<file path="src/rtl/joy_db15_tx.sv">
// joy_db15_tx: serializes two 16-button joysticks onto a DB15 host link with synchronized strobes and a shift watchdog
module joy_db15_tx #(
   parameter int TIMEOUT     = 4096,
   parameter int SYNC_STAGES = 2
) (
   input  logic        clk,
   input  logic        reset_n,
   input  logic [15:0] joystick1,
   input  logic [15:0] joystick2,
   input  logic        joy_clk,
   input  logic        joy_load,
   output logic        joy_data,
   output logic        frame_done,
   output logic        timeout_err,
   output logic [5:0]  bit_cnt
);
   localparam int WD_W = $clog2(TIMEOUT + 1);

   typedef enum logic [1:0] {IDLE, LOAD, SHIFT} state_t;

   state_t                 state;
   logic [SYNC_STAGES-1:0] clk_sync;
   logic [SYNC_STAGES-1:0] load_sync;
   logic                   clk_prev;
   logic [31:0]            sr;
   logic [WD_W-1:0]        wd;
   logic [31:0]            frame;
   logic                   load_s;
   logic                   clk_rise;

   assign frame    = {~joystick1, ~joystick2};
   assign load_s   = load_sync[SYNC_STAGES-1];
   assign clk_rise = clk_sync[SYNC_STAGES-1] & ~clk_prev;

   // bring the host strobes into the clk domain, idling at their inactive high level
   always_ff @(posedge clk)
      if (!reset_n) begin
         clk_sync  <= '1;
         load_sync <= '1;
         clk_prev  <= 1'b1;
      end else begin
         clk_sync  <= {clk_sync[SYNC_STAGES-2:0], joy_clk};
         load_sync <= {load_sync[SYNC_STAGES-2:0], joy_load};
         clk_prev  <= clk_sync[SYNC_STAGES-1];
      end

   // frame FSM: capture while load is low, shift on host clock edges, abort on watchdog expiry
   always_ff @(posedge clk)
      if (!reset_n) begin
         state       <= IDLE;
         sr          <= '1;
         wd          <= '0;
         bit_cnt     <= '0;
         joy_data    <= 1'b1;
         frame_done  <= 1'b0;
         timeout_err <= 1'b0;
      end else begin
         frame_done  <= 1'b0;
         timeout_err <= 1'b0;
         case (state)
            IDLE: begin
               joy_data <= 1'b1;
               bit_cnt  <= '0;
               wd       <= '0;
               if (!load_s) begin
                  state    <= LOAD;
                  sr       <= frame;
                  joy_data <= frame[31];
               end
            end
            LOAD: begin
               bit_cnt <= '0;
               wd      <= '0;
               if (load_s) state <= SHIFT;
               else begin
                  sr       <= frame;
                  joy_data <= frame[31];
               end
            end
            SHIFT:
               if (!load_s) begin
                  state    <= LOAD;
                  bit_cnt  <= '0;
                  wd       <= '0;
                  sr       <= frame;
                  joy_data <= frame[31];
               end else if (clk_rise) begin
                  sr       <= {sr[30:0], 1'b1};
                  joy_data <= sr[30];
                  bit_cnt  <= bit_cnt + 6'd1;
                  wd       <= '0;
                  if (bit_cnt == 6'd31) begin
                     frame_done <= 1'b1;
                     state      <= IDLE;
                  end
               end else if (wd == WD_W'(TIMEOUT - 1)) begin
                  timeout_err <= 1'b1;
                  state       <= IDLE;
                  joy_data    <= 1'b1;
                  bit_cnt     <= '0;
                  wd          <= '0;
               end else if (wd != WD_W'(TIMEOUT)) wd <= wd + WD_W'(1);
            default: state <= IDLE;
         endcase
      end
endmodule
</file>
<file path="config.mk">
export PLATFORM = sky130hd
export DESIGN_NAME = joy_db15_tx
export DESIGN_NICKNAME = d
export VERILOG_FILES = /design/src/rtl/joy_db15_tx.sv
export SDC_FILE = /design/constraint.sdc
export NUM_CORES = 1
export LEC_CHECK = 0
export CAP_MARGIN = 20
export CORE_MARGIN = 1.5
export CORE_UTILIZATION = 50
export DETAILED_ROUTE_END_ITERATION = 10
export GPL_ROUTABILITY_DRIVEN = 0
export HOLD_SLACK_MARGIN = 0.08
export PLACE_DENSITY_LB_ADDON = 0.05
export SYNTH_ARGS = -nofsm -noshare
export SYNTH_HDL_FRONTEND = slang
export SYNTH_SLANG_ARGS = --single-unit
</file>
<file path="constraint.sdc">
create_clock -name clk -period 4.8 [get_ports clk]
set_input_delay 0.48 -clock clk [delete_from_list [all_inputs] [get_ports clk]]
set_output_delay 0.48 -clock clk [all_outputs]
set_load 0.02 [all_outputs]
</file>
==> results.py <==
metrics = {
    "yosys": {
        "synth_area_leader_cell": "dfxtp_1",
        "synth_edf_count": 0,
        "netlist_area_sq_um": 2770,
        "syn_inst": 341,
        "syn-num-nets": 386,
        "ys_seq_area_share_pct": 43.3,
        "yosys_warnings": 0,
        "avgSynthCellArea_sq_um": 8.13,
        "synth_area_leaders": "dfxtp_1, nand2_1, o211ai_1, o21ai_0, ha_1",
        "synth.distinct_cells": 37,
        "yosys_register_bits": 60,
        "ys.flop_type": "dfxtp_1",
        "postSynth.asyncResetShare_pct": 0,
        "synth_top_area_share_pct": 43.3,
    },
    "pwr": {
        "p_total_mw": 1.63,
        "p_leak_nw": 1.45,
        "ir_worst_vdd_v": 0.000276,
        "p_per_area_nw_per_um2": 469,
    },
    "routing": {
        "drt_iter0_drc": 91,
        "wl_um": 5510,
        "first_pass_iters": 4,
        "ant_nets": 0,
        "via_per_inst": 5.38,
        "drc": 0,
        "wl_per_cell_um": 12.2,
        "num_vias": 2431,
    },
    "timing": {
        "hold_ws_ns": 0.409,
        "hold_viol": 0,
        "worst_pin_slew_ns": 0.989,
        "skew_ns": 0.00430,
        "slew_violations": 0,
        "finalCritPeriodShare_pct": 48.8,
        "fin_tns_setup_ns": 0,
        "maxSlewHeadroom_pct": 33.8,
        "max_freq_mhz": 427,
        "fin_crit_ns": 2.34,
        "timing.final.ws_setup_ns": 2.46,
        "grt_setup_unrepaired": "no",
        "setup_viol": 0,
    },
    "cells_and_area": {
        "final_util_pct": 66.1,
        "stdcell_area_sq_um": 3460,
        "final_common_cell": "nand2_1",
        "n_antenna_cell": 0,
        "instances_no_fill": 452,
        "nets": 422,
        "mostFrequentLayoutCells": "nand2_1, dfxtp_1, clkdlybuf4s50_1",
        "layout-drive-gt1-share_pct": 6.54,
        "syn_to_final_growth_pct": 25.0,
        "n_fill_cell": 476,
    },
    "die": {
        "initial_core_util_pct": 52.9,
        "die_w_um": 77.5,
        "core_sq_um": 5240,
        "row_count": 26,
        "die_area_sq_um": 6000,
        "boundaryPins": 45,
        "die_h_um": 77.5,
    },
    "setup_path": {
        "cp.arrival_ns": 2.52,
        "cp-end-kind": "flip-flop",
        "worstSetupPathType": "reg -> reg",
        "worstRegToRegCells": 6,
        "required_ns": 4.97,
        "crit_path_max_fanout": 60,
        "start_kind": "flip-flop",
    },
    "grt": {
        "grt_util_all_layers_pct": 20.1,
        "antenna_found_initial": 0,
        "overflow": 0,
        "grt_max_degree": 62,
        "grt_pass1_wl_um": 9660,
        "grt_pass1_vias": 2185,
    },
    "clocking": {
        "hold_buffers": 0,
        "cts_root_buffer": "clkbuf_8",
        "cts_buffers": 9,
        "postCtsResizedCells": 0,
        "cts_setup_buffers": 0,
        "max-clock-path-buffers": 2,
        "clock_latency_ns": 0.34,
        "clkTransAtPathRegs_ns": 0.07,
        "htree_levels": 3,
        "cts_sinks": 60,
        "cts_tree": "built",
    },
    "placement": {
        "place_hpwl_um": 3560,
        "dp_cells": 436,
        "io_buffers": 44,
        "place_area_sq_um": 3230,
        "pre_cts_slack_ns": 2.49,
    },
    "run": {
        "maxCapViolCount": 0,
    },
    "hold_path": {
        "hold_path_class": "reg -> reg",
        "worstHoldPathCells": 1,
    },
    "run_status": {
        "status": "finished clean",
    },
}
-- logic make-up after synthesis --
family / Yosys count / synth area share (%)
buffers and inverters: 30 / 4.11
AOI/OAI and AO/OA: 90 / 20.5
DFF: 60 / 43.3
and+or+nand+nor: 138 / 23.3
xor gates and xnor gates: 9 / 2.84
adders and majority gates: 9 / 4.06
muxes: 5 / 1.81
-- power breakdown --
part           internal, mW  switching, mW  total [mW]
Combinational         0.175          0.254       0.429
Clock                 0.333          0.197       0.530
Sequential            0.609         0.0576       0.667
-- layout make-up --
| type | instances | area [sq um] | area share, % |
|---|---|---|---|
| clock buffers | 12 | 165 | 4.77 |
| inverters | 10 | 37.5 | 1.08 |
| well taps | 70 | 87.6 | 2.53 |
| clock inverters | 4 | 70.1 | 2.02 |
| multi-input cells | 251 | 1460 | 42.1 |
| flip-flops and latches | 60 | 1200 | 34.7 |
| repair buffers | 45 | 443 | 12.8 |
-- critical path: stages, from the launching register on --
cell and delay, ns:
dfxtp_1 0.43, inv_1 0.10, ha_1 0.28, nand3_1 0.32
nand2_2 0.64, nand2_1 0.28, o211ai_1 0.11
-- synthesized netlist by cell type, drive strengths merged (2+ instances only) --
library cell   n
nand2b         7
nor4           4
a21oi          6
nand4          4
clkbuf        19
o31ai          2
nand3         10
dfxtp         60
o21ai         39
o211ai        33
ha             9
inv           10
xnor2          3
and3           4
mux2i          5
nor3           5
xor2           6
nor2b          2
o22ai          4
nand2         80
nor2          17
-- flip-flops by register name (all words and copies together), names as in the netlist --
register     count
sr              31
wd              13
bit_cnt          6
clk_sync         2
load_sync        2
state            2
clk_prev         1
frame_done       1
joy_data         1
timeout_err      1
-- worst paths after layout --
| check | from | endpoint | slack (ns) |
|---|---|---|---|
| worst max-delay path | state[0] | sr[16] | 2.46 |
| worst min-delay path | clk_sync[0] | clk_sync[1] | 0.41 |
| worst min register to register | clk_sync[0] | clk_sync[1] | 0.41 |
| worst max register to register | state[0] | sr[16] | 2.46 |
-- per-layer routing --
layer,global-route usage [%],up-vias,share of wire [%],wire (um)
met5,0,-,0,0
met4,6.91,0,1.1,59
met3,7.88,6,3.8,208
met2,33.0,32,47,2590
met1,23.8,1131,48,2660
li1,-,1262,-,-
Note: power is estimated with default switching activity, not from simulation.
